### src/rtl/deployment_test_sending_block.sv
// Packet source: latches one wide packet on start and streams it LSB-first as AXI-Stream beats.
// Optional inter-beat idle gaps are enabled with the DEPLOYMENT_TEST_SEND_GAP_EN macro.
module deployment_test_sending_block #(
    parameter int AXIS_DATA_WIDTH       = 56,
    parameter int NUM_TRANSFERS         = 16,
    parameter int NUM_BITS_PER_TRANSFER = 49,
    parameter int GAP_CYCLES            = 4
) (
    input  logic                                             i_clk,
    input  logic                                             i_reset,
    input  logic [NUM_TRANSFERS*NUM_BITS_PER_TRANSFER-1:0]   i_packet,
    input  logic                                             i_start,
    output logic                                             o_test_axis_TVALID,
    input  logic                                             i_test_axis_TREADY,
    output logic [AXIS_DATA_WIDTH-1:0]                       o_test_axis_TDATA,
    output logic                                             o_test_axis_TLAST,
    output logic                                             o_busy,
    output logic                                             o_done,
    output logic [$clog2(NUM_TRANSFERS+1)-1:0]               o_beat_count
);

    localparam int PACKET_SIZE = NUM_TRANSFERS * NUM_BITS_PER_TRANSFER;
    localparam int BW          = $clog2(NUM_TRANSFERS + 1);
    localparam logic [BW-1:0] LAST_BEAT = BW'(NUM_TRANSFERS - 1);

    if (GAP_CYCLES < 1 || NUM_TRANSFERS < 1 || AXIS_DATA_WIDTH < NUM_BITS_PER_TRANSFER) begin : g_bad_params
        $error("deployment_test_sending_block: invalid parameter combination");
    end

    typedef enum logic [1:0] {
        ST_IDLE = 2'd0,
        ST_SEND = 2'd1,
        ST_DONE = 2'd2
`ifdef DEPLOYMENT_TEST_SEND_GAP_EN
        , ST_GAP = 2'd3
`endif
    } state_t;

    state_t                 state_q;
    logic [PACKET_SIZE-1:0] shreg_q;
    logic [PACKET_SIZE-1:0] shreg_d;
    logic [BW-1:0]          beat_q;
    logic [BW-1:0]          beat_d;
    logic                   valid_q;
    logic                   busy_q;
    logic                   done_q;

`ifdef DEPLOYMENT_TEST_SEND_GAP_EN
    localparam int GW = (GAP_CYCLES > 1) ? $clog2(GAP_CYCLES) : 1;
    localparam logic [GW-1:0] GAP_LAST = GW'(GAP_CYCLES - 1);
    logic [GW-1:0] gap_q;
`endif

    assign shreg_d = shreg_q >> NUM_BITS_PER_TRANSFER;
    assign beat_d  = beat_q + BW'(1);

    always_ff @(posedge i_clk) begin
        if (i_reset) begin
            state_q <= ST_IDLE;
            shreg_q <= '0;
            beat_q  <= '0;
            valid_q <= 1'b0;
            busy_q  <= 1'b0;
            done_q  <= 1'b0;
`ifdef DEPLOYMENT_TEST_SEND_GAP_EN
            gap_q   <= '0;
`endif
        end else begin
            case (state_q)
                ST_IDLE: begin
                    if (i_start) begin
                        shreg_q <= i_packet;
                        beat_q  <= '0;
                        valid_q <= 1'b1;
                        busy_q  <= 1'b1;
                        state_q <= ST_SEND;
                    end
                end
                ST_SEND: begin
                    // valid_q is high throughout SEND, so TREADY alone marks the handshake
                    if (i_test_axis_TREADY) begin
                        shreg_q <= shreg_d;
                        beat_q  <= beat_d;
                        if (beat_q == LAST_BEAT) begin
                            valid_q <= 1'b0;
                            done_q  <= 1'b1;
                            state_q <= ST_DONE;
                        end
`ifdef DEPLOYMENT_TEST_SEND_GAP_EN
                        else begin
                            valid_q <= 1'b0;
                            gap_q   <= '0;
                            state_q <= ST_GAP;
                        end
`endif
                    end
                end
`ifdef DEPLOYMENT_TEST_SEND_GAP_EN
                ST_GAP: begin
                    if (gap_q == GAP_LAST) begin
                        gap_q   <= '0;
                        valid_q <= 1'b1;
                        state_q <= ST_SEND;
                    end else begin
                        gap_q   <= gap_q + GW'(1);
                    end
                end
`endif
                ST_DONE: begin
                    done_q  <= 1'b0;
                    busy_q  <= 1'b0;
                    state_q <= ST_IDLE;
                end
                default: begin
                    valid_q <= 1'b0;
                    busy_q  <= 1'b0;
                    done_q  <= 1'b0;
                    state_q <= ST_IDLE;
                end
            endcase
        end
    end

    always_comb begin
        o_test_axis_TDATA = '0;
        o_test_axis_TDATA[NUM_BITS_PER_TRANSFER-1:0] = shreg_q[NUM_BITS_PER_TRANSFER-1:0];
    end

    assign o_test_axis_TVALID = valid_q;
    assign o_test_axis_TLAST  = valid_q & (beat_q == LAST_BEAT);
    assign o_busy             = busy_q;
    assign o_done             = done_q;
    assign o_beat_count       = beat_q;

endmodule

### config.mk
export PLATFORM = sky130hd
export DESIGN_NAME = deployment_test_sending_block
export DESIGN_NICKNAME = d
export VERILOG_FILES = /design/src/rtl/deployment_test_sending_block.sv
export SDC_FILE = /design/constraint.sdc
export NUM_CORES = 2
export LEC_CHECK = 0
export CAP_MARGIN = 20
export CORE_AREA = 4 4 332 334
export DETAILED_ROUTE_END_ITERATION = 8
export DIE_AREA = 0 0 336 338
export PLACE_DENSITY = 0.57
export SLEW_MARGIN = 15
export SYNTH_ARGS = -nofsm -noshare
export SYNTH_HDL_FRONTEND = slang
export SYNTH_SLANG_ARGS = --single-unit
### constraint.sdc
create_clock -name i_clk -period 4 [get_ports i_clk]
set_clock_uncertainty 0.05 [all_clocks]
set_input_delay 1 -clock i_clk [delete_from_list [all_inputs] [get_ports i_clk]]
set_output_delay 1 -clock i_clk [all_outputs]
set_load 0.1 [all_outputs]
==> out/results.tsv <==
metric	value	unit
Worst setup SP type	register	
Initial DRT Pass Iterations	5	
vias in the first global route	27100	
top cells by area, synth	dfxtp_1, o221a_2, a21oi_1	
Fillers	10500	
Max Buffers Root-to-Sink	3	
Fmax	302	MHz
CTS Buf Count	92	
Seq cells post-synth	794	
io pins	853	
final worst setup slack	0.691	ns
sequential-to-total area share from yosys stat	47.9	%
largest net degree at the start of global routing	166	
PwrDens	460	nW/um^2
Worst Setup SP	o_beat_count[0]	
Die Wd	336	um
most numerous cell in the Yosys netlist	dfxtp_1	
Post-synth top cells	dfxtp_1, a21oi_1, inv_1	
H-Tree Depth	3	
final worst-path cycle share	82.7	%
setup tns final	0	ns
Setup WS pre-CTS	0.754	ns
Detailed Route Iter0 Violations	2504	
per-cell routed wire length	21.7	um
Remaining DRCs	0	
GRT Overall Usage	20.0	%
Syn. warnings	0	
RR Startpoint	state_q[1]	
RSZ-0062 raised after global routing	false	
# rows	120	
mux share of post-synthesis cell area	0.0678	%
max-slew violations	0	
Synth-to-Final Area Change	36.9	%
Crit path depth	1	
Post-Synth XOR/XNOR Area	0	%
Worst setup EP type	output pin	
nets@finish	4889	
CTS Hold Bufs	0	
vias	28400	
area fraction in compound gates after synthesis	37.6	%
R2R cell count	4	
count of flip-flops with a built-in enable after synthesis	0	
reg-to-reg slack, setup	1.55	ns
Synth async-reset ratio	0	%
Fin. Hold Viols	0	
Max VDD drop	0.284	mV
setup bufs post-CTS	0	
Required @ worst endpoint	2.95	ns
status	completed	
Synth top area share	47.9	%
area of the multi-input gates	12700	um^2
CTS clk-pin slew, worst paths	0.06	ns
fin crit period	3.31	ns
input/output buffers	845	
CP Cell Sequence	clkdlybuf4s50_1	
CP top delay family	buffers and inverters	
total congestion overflow	0	
antenna violations before repair	60	
CP max FO	5	
Final ANT Viol Nets	0	
first-pass GRT wire length	175000	um
Reg area	15900	um^2
routability congestion estimate	0.840	
worst path arrival time	2.26	ns
vias per inst	5.06	
Bufs and invs on worst path	1	
maxcap violations	0	
grt met1 use	27.1	%
CTS tree	built	
Die ar.	114000	um^2
clk root buf	clkbuf_16	
Final HPWL DP	87500	um
Skew-Pair Late Insertion Delay	0.66	ns
Syn Area/Cell	9.53	um^2
post-cts repair resize count	0	
post-synth top area cell	dfxtp_1	
busiest grt layer	met2	
share of cells above drive strength 1	21.0	%
relative slew slack	27.3	%
dominant synthesized flop cell	dfxtp_1	
M3 GR Usage	6.61	%
worst min path class	reg2reg	
Initial Util	31.1	%
largest family of logic cells by synthesized area	compound AO/OA/AOI/OAI gates	
Worst path slowest cell	clkdlybuf4s50_1	
Routed WL	121000	um
worst-margin pin slew	1.09	ns
# setup viols final	0	
Worst Path Class, Setup	reg2out	
Largest stage delay, worst path	1.17	ns
worst setup path end	o_beat_count[0]	
M2 GR Usage	30.1	%
simple-gate share of the synthesized area	0.422	%
Clock Sinks	794	
adder-cell share of the synthesized area	0.0754	%
Mapped Cells	3484	
FF-to-FF End	shreg_q[70]	
DIE HEIGHT	338	um
static leakage	19.9	nW
post-route cell area	45500	um^2
placed inst area	42400	um^2
synthesized cell area	33200	um^2
post-synth cell types	35	
Core Region	107000	um^2
-- layout make-up --
type,instances,area share (%)
Antenna cell,28,0.154
Clock buffer,133,5.91
Multi-Input combinational cell,1564,27.9
Sequential cell,794,35.0
Tap cell,1403,3.86
Timing Repair Buffer,911,20.4
Clock inverter,37,0.740
Inverter,736,6.08
-- cells by family after synthesis --
family / Yosys count
DFF: 794
adders and majority gates: 2
AOI/OAI and AO/OA: 1531
muxes: 1
buffers and inverters: 1132
other: 1
and+or+nand+nor: 23
-- how the worst min path moves through the flow --
stage	from	slack, ns	cells after the start	endpoint
floorplan	shreg_q[737]	0.39	1	shreg_q[737]
global placement	o_done	0.40	1	o_done
detailed placement	shreg_q[753]	0.41	1	shreg_q[753]
CTS	shreg_q[758]	0.43	1	shreg_q[758]
global route	shreg_q[774]	0.44	1	shreg_q[774]
finish	o_busy	0.43	1	o_busy
-- cell usage in the layout (no fill, tap or decap), types with 3 or more instances in the layout --
master,count
buf_4,56
inv_1,736
o21a_1,3
and3_1,3
a22o_1,50
clkinv_2,21
diode_2,28
inv_6,7
clkbuf_8,21
clkbuf_1,19
buf_12,27
clkdlybuf4s50_1,827
conb_1,7
clkinvlp_4,4
nor2_1,5
dfxtp_1,794
bufinv_16,4
clkbuf_16,93
a21oi_1,736
o221a_1,100
o221a_2,635
-- routing by layer --
layer | wire [um] | share of wire (%)
met5 | 390 | 0.32
met4 | 3250 | 2.7
met3 | 9910 | 8.2
met2 | 52800 | 43
met1 | 55100 | 45
-- where the power goes --
part           internal (mW)  switching [mW]
combinational           1.69            1.63
sequential              8.64           0.529
clock                   4.94            3.48
total                   15.3            5.64
-- flip-flops by register name, indices dropped and copies added (netlist names) --
name / flops
o_busy: 1
o_test_axis_TVALID: 1
o_done: 1
state_q: 2
shreg_q: 784
o_beat_count: 5
-- stage by stage --
step | util (%) | hold WS, ns | power [mW] | instances
after CTS | 42.5 | 0.428 | 21.2 | 5578
final | 42.5 | 0.427 | 20.9 | 5606
after global routing | 42.5 | 0.437 | 21.8 | 5592
after global placement | 39.6 | 0.400 | 12.6 | 5408
after detailed placement | 39.6 | 0.408 | 12.7 | 5408
after floorplan | - | 0.393 | 11.2 | 3490
Power figures use the tool's default switching activity.
